[src/rtl/uart_autobaud.sv]
// uart_autobaud: 16x baud tick generator with divisor measured from a 0x55 sync character
// Ports: clk, rst (sync, active-high); serial_in_i raw serial line; start_polarity_i line inversion;
//   autobaud_start_i arms a measurement; div_load_i/div_value_i manual divisor load;
//   en_16x_baud_o one-cycle tick; div_o active divisor; locked_o divisor came from measurement;
//   busy_o measurement in progress; timeout_o one-cycle pulse on measurement overflow.
// Optional: define UART_AUTOBAUD_GLITCH_FILTER_EN to add a 3-sample majority filter on the synchronised line.
module uart_autobaud #(
  parameter int CNT_W = 16,
  parameter int DEFAULT_DIV = 27,
  parameter int MIN_DIV = 2
) (
  input  logic             clk,
  input  logic             rst,
  input  logic             serial_in_i,
  input  logic             start_polarity_i,
  input  logic             autobaud_start_i,
  input  logic             div_load_i,
  input  logic [CNT_W-1:0] div_value_i,
  output logic             en_16x_baud_o,
  output logic [CNT_W-1:0] div_o,
  output logic             locked_o,
  output logic             busy_o,
  output logic             timeout_o
);
  localparam int T_W = CNT_W + 7;
  typedef enum logic [2:0] {IDLE, WAIT_IDLE, WAIT_START, MEASURE, DONE} state_t;
  state_t st_q, st_d;
  logic s1_q, s2_q, ln_q, ln, fall, src, ld;
  logic [CNT_W-1:0] div_q, div_d, cnt_q, cnt_d, man_div, meas_div;
  logic [T_W-1:0] t_q, t_d;
  logic [T_W:0] t_sum;
  logic [CNT_W:0] t_div;
  logic [2:0] e_q, e_d;
  logic locked_q, locked_d, en_q, en_d, to_q, to_d, wrap;
`ifdef UART_AUTOBAUD_GLITCH_FILTER_EN
  logic f1_q, f2_q;
  always_ff @(posedge clk)
    if (rst) begin
      f1_q <= ~start_polarity_i;
      f2_q <= ~start_polarity_i;
    end else begin
      f1_q <= s2_q;
      f2_q <= f1_q;
    end
  // Majority of three consecutive samples: a lone one-cycle glitch never wins a vote
  assign src = (s2_q & f1_q) | (s2_q & f2_q) | (f1_q & f2_q);
`else
  assign src = s2_q;
`endif
  assign ln = src ^ start_polarity_i;
  assign fall = ln_q & ~ln;
  // Round T/128 to nearest; the extra top bit catches results that exceed the divisor width
  assign t_sum = {1'b0, t_q} + (T_W+1)'(64);
  assign t_div = (CNT_W+1)'(t_sum >> 7);
  assign meas_div = t_div[CNT_W] ? '1 :
                    (t_div[CNT_W-1:0] < CNT_W'(MIN_DIV)) ? CNT_W'(MIN_DIV) : t_div[CNT_W-1:0];
  assign man_div = (div_value_i < CNT_W'(MIN_DIV)) ? CNT_W'(MIN_DIV) : div_value_i;
  assign ld = div_load_i | (st_q == DONE);
  assign wrap = cnt_q >= div_q - 1'b1;
  always_comb begin
    st_d = st_q;
    div_d = div_q;
    t_d = t_q;
    e_d = e_q;
    locked_d = locked_q;
    to_d = 1'b0;
    case (st_q)
      IDLE: ;
      WAIT_IDLE: st_d = ln ? WAIT_START : WAIT_IDLE;
      WAIT_START: if (fall) begin
        st_d = MEASURE;
        t_d = '0;
        e_d = '0;
      end
      MEASURE: begin
        t_d = t_q + 1'b1;
        if (&t_q) begin
          to_d = 1'b1;
          locked_d = 1'b0;
          st_d = IDLE;
        end else if (fall) begin
          e_d = e_q + 1'b1;
          st_d = (e_q == 3'd3) ? DONE : MEASURE;
        end
      end
      DONE: begin
        div_d = meas_div;
        locked_d = 1'b1;
        st_d = IDLE;
      end
      default: st_d = IDLE;
    endcase
    if (autobaud_start_i) begin
      st_d = WAIT_IDLE;
      to_d = 1'b0;
    end
    if (div_load_i) begin
      div_d = man_div;
      locked_d = 1'b0;
      st_d = IDLE;
      to_d = 1'b0;
    end
    cnt_d = (ld | wrap) ? '0 : cnt_q + 1'b1;
    en_d = ~ld & wrap;
  end
  always_ff @(posedge clk)
    if (rst) begin
      st_q <= IDLE;
      s1_q <= ~start_polarity_i;
      s2_q <= ~start_polarity_i;
      ln_q <= 1'b1;
      div_q <= CNT_W'(DEFAULT_DIV);
      cnt_q <= '0;
      t_q <= '0;
      e_q <= '0;
      locked_q <= 1'b0;
      en_q <= 1'b0;
      to_q <= 1'b0;
    end else begin
      st_q <= st_d;
      s1_q <= serial_in_i;
      s2_q <= s1_q;
      ln_q <= ln;
      div_q <= div_d;
      cnt_q <= cnt_d;
      t_q <= t_d;
      e_q <= e_d;
      locked_q <= locked_d;
      en_q <= en_d;
      to_q <= to_d;
    end
  assign en_16x_baud_o = en_q;
  assign div_o = div_q;
  assign locked_o = locked_q;
  assign busy_o = (st_q == WAIT_IDLE) | (st_q == WAIT_START) | (st_q == MEASURE);
  assign timeout_o = to_q;
endmodule

[config.mk]
export PLATFORM = sky130hd
export DESIGN_NAME = uart_autobaud
export DESIGN_NICKNAME = d
export VERILOG_FILES = /design/src/rtl/uart_autobaud.sv
export SDC_FILE = /design/constraint.sdc
export NUM_CORES = 1
export LEC_CHECK = 0
export CORE_MARGIN = 5
export CORE_UTILIZATION = 52
export DETAILED_ROUTE_END_ITERATION = 8
export HOLD_SLACK_MARGIN = 0.03
export PLACE_DENSITY = 0.85
export SLEW_MARGIN = 20
export SYNTH_ARGS = -nofsm -noshare
export SYNTH_HDL_FRONTEND = slang
export SYNTH_SLANG_ARGS = --single-unit
[constraint.sdc]
create_clock -name clk -period 2.63 [get_ports clk]
set_input_delay 0.263 -clock clk [delete_from_list [all_inputs] [get_ports clk]]
set_output_delay 0.263 -clock clk [all_outputs]
set_load 0.02 [all_outputs]
## After elaboration in Yosys (flattened, before gate mapping)

Index checks and enable logic that the tools add are counted.

- $lt $le $gt $ge: 3
- Equality and inequality tests: 13
- Mux-type cells: 23
- Reduce and logical (&&, ||, !) cells: 14
- Add/subtract/negate cells: 5
- Bitwise logic cells: 12

Operators by type and width:

| kind | count |
|---|---|
| $mux 16 | 5 |
| $pmux 23 s2 | 1 |
| $lt 16x2->1 const B | 2 |
| $add 23x7->24 const B | 1 |
| $add 23x1->23 const B | 1 |
| $mux 23 | 1 |
| $reduce_and 23->1 | 1 |
| $mux 3 | 7 |
| $add 16x1->16 const B | 1 |
| $ge 16x16->1 | 1 |
| $sub 16x1->16 const B | 1 |
| $pmux 3 s4 | 1 |
| $ne 2x2->1 const B | 5 |
| $eq 3x2->1 const B | 3 |
| $ne 3x3->1 const B | 2 |
| $pmux 3 s2 | 1 |
| $reduce_and 3->1 | 2 |
| $reduce_bool 2->1 | 3 |
| $mux 1 | 5 |
| $not 1->1 | 5 |
| $ne 4x4->1 const B | 1 |
| $or 1x1->1 | 4 |
| $reduce_and 2->1 | 2 |
| $reduce_and 4->1 | 1 |
| other kinds (11) | 13 |

- Output and inout bits: 20
- Input port bits: 22
- Register bits: 67
- Word-level logic and storage cells: 82

## Logic depth before layout (Yosys ltp)

- Depth in word-level cells: 7
- Mapped depth: 16
- Mapped depth without buffers: 14

## Worst setup path before layout

OpenSTA, ideal clock, no wires.

- Path kind: reg2reg
- From: reg div_q[2] (netlist: div_o[2])
- To: reg cnt_q[10]
- Data required time: 2,552 ps
- Stages on the path, launching flop included: 16
- Library setup time: 78 ps
- Arrival time: 2,916 ps
- Setup slack: -364 ps
- Clock period less this slack: 2,994 ps
- Buffers on the path: 2
- Cells stage by stage: dfxtp_1 > nor3_1 > nand3_1 > nor3_1 > nand2_1 > nor3_1 > xnor2_1 > ha_1 > a21o_1 > a21o_1 > a21oi_1 > o21ai_0 > a31o_2 > buf_2 > buf_6 > nor3_1

- Cells in the longest elaborated chain, start to end: 4

Ends and longest elaborated chain:

| what | RTL line | source |
|---|---|---|
| start, declared | 29 | `logic [CNT_W-1:0] div_q, div_d, cnt_q, cnt_d, man_div, meas_div;` |
| start signal, assigned | 112 | `div_q <= CNT_W'(DEFAULT_DIV);` |
| start signal, assigned | 124 | `div_q <= div_d;` |
| $sub 16x1->16 | 59 | `assign wrap = cnt_q >= div_q - 1'b1;` |
| $ge 16x16->1 | 59 |  |
| $or 1x1->1 | 103 | `cnt_d = (ld \| wrap) ? '0 : cnt_q + 1'b1;` |
| $reduce_or 2->1 (no source line) | n/a |  |
| end signal, assigned | 125 | `cnt_q <= cnt_d;` |
| end, declared | 29 |  |

No other way between the ends.
A chain may end at the register's enable or synchronous reset.

## Worst setup path in the final report

- From: reg div_q[0] (netlist: div_o[0])
- To: reg cnt_q[8]

Same word-level chain as after synthesis.

==> reports/qor.yml <==
hold_path.class: "register to register"
post-place-cells: 641
synth_top_family_by_area: "simple AND/OR/NAND/NOR gates"
grt_pass1_vias: 4068
ys_warn_count: 0
synth_top_area_share_pct: 32.0
synth_compound_area_share_pct: 15.9
dp_hpwl_mm: 8.30
clkSinkCount: 67
cpMostUsedCell: "ha_1"
antenna_left: 0
drv_cap: 0
worstMarginPinSlew_ps: 955
synthFlopType: "dfxtp_1"
critical_path_class: "register to register"
core_um2: 7810
synthAdderAreaFrac_pct: 6.57
drive_above_1_share_pct: 16.8
min_delay_path_depth: 2
syn-num-nets: 549
drt-vias-per-instance: 6.34
max_stage_delay_ps: 340
drc: 0
synth.distinct_cells: 69
violations: "setup timing"
grt_use_total_pct: 24.3
synthSimpleGateAreaFrac_pct: 31.1
fin_crit_ps: 2740
antennaDiodeCount: 0
first_pass_iters: 6
r2r_slack_ps: -110
synth.area.mux_share_pct: 0.507
clk_path_buf_depth: 2
critical_path_arrival_ps: 2940
hp-start: "s1_q"
wire_per_inst_um: 18.3
setup_ws_ps: -106
die_x_um: 99.8
synthToLayoutAreaGrowth_pct: 23.1
gp_congestion: 0.943
num_io_pins: 42
antenna_found_initial: 0
yosys.area.top_type: "dfxtp_1"
critPathMaxFanout: 5
vdd_ir_drop_max_uv: 231
synth_xor_area_share_pct: 9.61
required_ps: 2840
rows: 32
rsz0062_at_grt: "yes"
slowest_stage: "nor2_2"
crit_chain: "inv_1 > ha_1 > nand3b_1 > nor2_1 > nand2_1 > nor4_4 > xnor2_1 > ha_1 > nand4_1 > nor2_2 > a31o_4 > nor3_2"
holdWs_ps: 455
cts_tree: "yes"
clock_insertion_delay_worst_skew_ps: 360
crit_family: "simple AND/OR/NAND/NOR gates"
setup_viol: 17
leakagePower_uw: 0.00201
grt_max_degree: 41
r2r_start: "div_o[0]"
slew_viol_final: 0
grt-ovfl-total: 0
finalHoldViolCount: 0
nets: 600
reg2reg_to: "cnt_q[8]"
cp-start-kind: "register"
path_clk_slew_ps: 70
dieArea_um2: 9960
finalClockSkew_ps: 10.5
totalPowerFinal_uw: 2210
syn_avg_cell_area_um2: 8.30
cts_buffers: 9
holdBufCountCts: 0
die_y_um: 99.8
io_buffers: 41
whs_endpoint: "s2_q"
worst-path-buf-inv: 1
syn-cell-area_um2: 4190
grt_first_pass_wirelength_mm: 19.7
status: "complete, but fails checks"
htreeDepth: 3
start_util_pct: 53.7
num_vias: 4201
slew_headroom_pct: 36.2
fin_crit_sh_pct: 104
yosys-top-cells-area: "dfxtp_1 (32%), ha_1 (6.6%), xnor2_1 (5.4%)"
drt_iter0_markers: 393
synth-async-reset-ratio_pct: 0
finalNonFillerCells: 663
root_buffer: "clkbuf_8"
ys_ff_latch: 67
p_per_area_nw_per_um2: 429
place_ws_ps: -267
cp-end-kind: "register"
reg2reg_depth: 12
synth_cells: 505
setup-tns-final_ps: -1360
ys_seq_area_share_pct: 32.0
fill_cells: 594
clock.fmax_mhz: 365
totalWireLength_mm: 12.1
synth_edf_count: 0
path_depth: 12
-- cell type report --
type	instances	area [µm²]	share of cell area, %
Clock buffer	13	180	3.49
Clock inverter	3	18.8	0.364
Tap cell	102	128	2.47
Inverter	16	60.1	1.16
Multi-Input combinational cell	398	2840	55.1
Timing Repair Buffer	64	583	11.3
Sequential cell	67	1350	26.1
-- cells in the mapped netlist, types with 4 or more instances --
library cell / instances
o21ai_0: 13
inv_1: 15
xor2_1: 20
xnor2_1: 26
a21o_1: 11
ha_1: 22
nor3_1: 43
nor2b_1: 4
nor4_4: 5
a21oi_1: 31
nand3_1: 33
and3_1: 6
clkbuf_1: 12
buf_2: 8
nor4_1: 8
or2_2: 8
nor2_1: 49
dfxtp_1: 67
a2111oi_1: 4
nand2_1: 39
nand4_1: 9
o221ai_1: 4
-- placed cells by master (no fill, tap or decap), types with 4 or more instances in the layout --
| master | instances |
|---|---|
| nor3_4 | 4 |
| xnor2_1 | 26 |
| nor4_4 | 6 |
| buf_4 | 23 |
| nand2_1 | 38 |
| nand4_1 | 9 |
| dfxtp_1 | 65 |
| nor2b_1 | 4 |
| a21oi_1 | 29 |
| and3_1 | 6 |
| xor2_1 | 19 |
| clkdlybuf4s50_1 | 41 |
| a2111oi_1 | 4 |
| nor4_1 | 7 |
| nand3_1 | 32 |
| nor2_1 | 47 |
| nor3_2 | 11 |
| ha_1 | 22 |
| o21ai_0 | 12 |
| or2_2 | 8 |
| nor3_1 | 31 |
| clkbuf_8 | 11 |
| a21o_1 | 11 |
| inv_1 | 15 |
| o221ai_1 | 4 |
-- metal layers --
| layer | wire length (µm) | vias to the layer above | track usage (%) |
|---|---|---|---|
| met4 | 561 | 0 | 12.6 |
| met2 | 5900 | 201 | 40.1 |
| met5 | 0 | - | 0 |
| met3 | 860 | 69 | 5.77 |
| met1 | 4810 | 1994 | 29.4 |
| li1 | - | 1937 | - |
-- worst max-delay path by stage --
| stage | startpoint | endpoint |
|---|---|---|
| final | div_o[0] | cnt_q[8] |
| after global routing | div_o[3] | cnt_q[4] |
| after CTS | div_o[3] | cnt_q[8] |
| after detailed placement | div_o[2] | cnt_q[15] |
| after global placement | div_o[2] | en_16x_baud_o |
| after floorplan | div_o[2] | cnt_q[10] |
-- timing repair --
action                                  in CTS  in global routing
pin swaps                                    6                  1
endpoints found under the setup margin      17                 17
buffers inserted                             2                  2
gates cloned                                 2                  0
resized for setup                           18                  8
-- logic make-up (layout without fill, tap and decap cells) --
family                   after synthesis  in the layout
AND/OR/NAND/NOR                      230            230
AO/OA/AOI/OAI                         96             98
flip-flops                            67             67
XOR/XNOR                              46             46
buffers and inverters                 42             96
adder cells (fa/ha/maj)               22             22
multiplexers                           2              2
-- metrics by stage --
step / area (µm²) / util [%]
floorplan: 4220 / -
global placement: 4770 / 61.1
detailed placement: 4770 / 61.1
CTS: 5100 / 65.3
global route: 5160 / 66.1
finish: 5160 / 66.1
-- flip-flops by register name, summed over array words and instances, names as in the netlist --
register	cells
cnt_q	16
div_o	16
e_q	3
en_16x_baud_o	1
ln_q	1
locked_o	1
s1_q	1
s2_q	1
st_q	3
t_q	23
timeout_o	1
-- where the power goes --
part	leakage, µW	internal, µW	switching [µW]
Combinational	0.00136	131	156
Clock	0.000105	450	411
Sequential	0.000545	1040	26.5
Total	0.00201	1620	594
-- worst min-delay path, cell delays in order (launching register included) --
cell,delay [ps]
dfxtp_1,300
inv_1,40
o21ai_0,60
No activity file was read; power rests on OpenSTA's default activity.
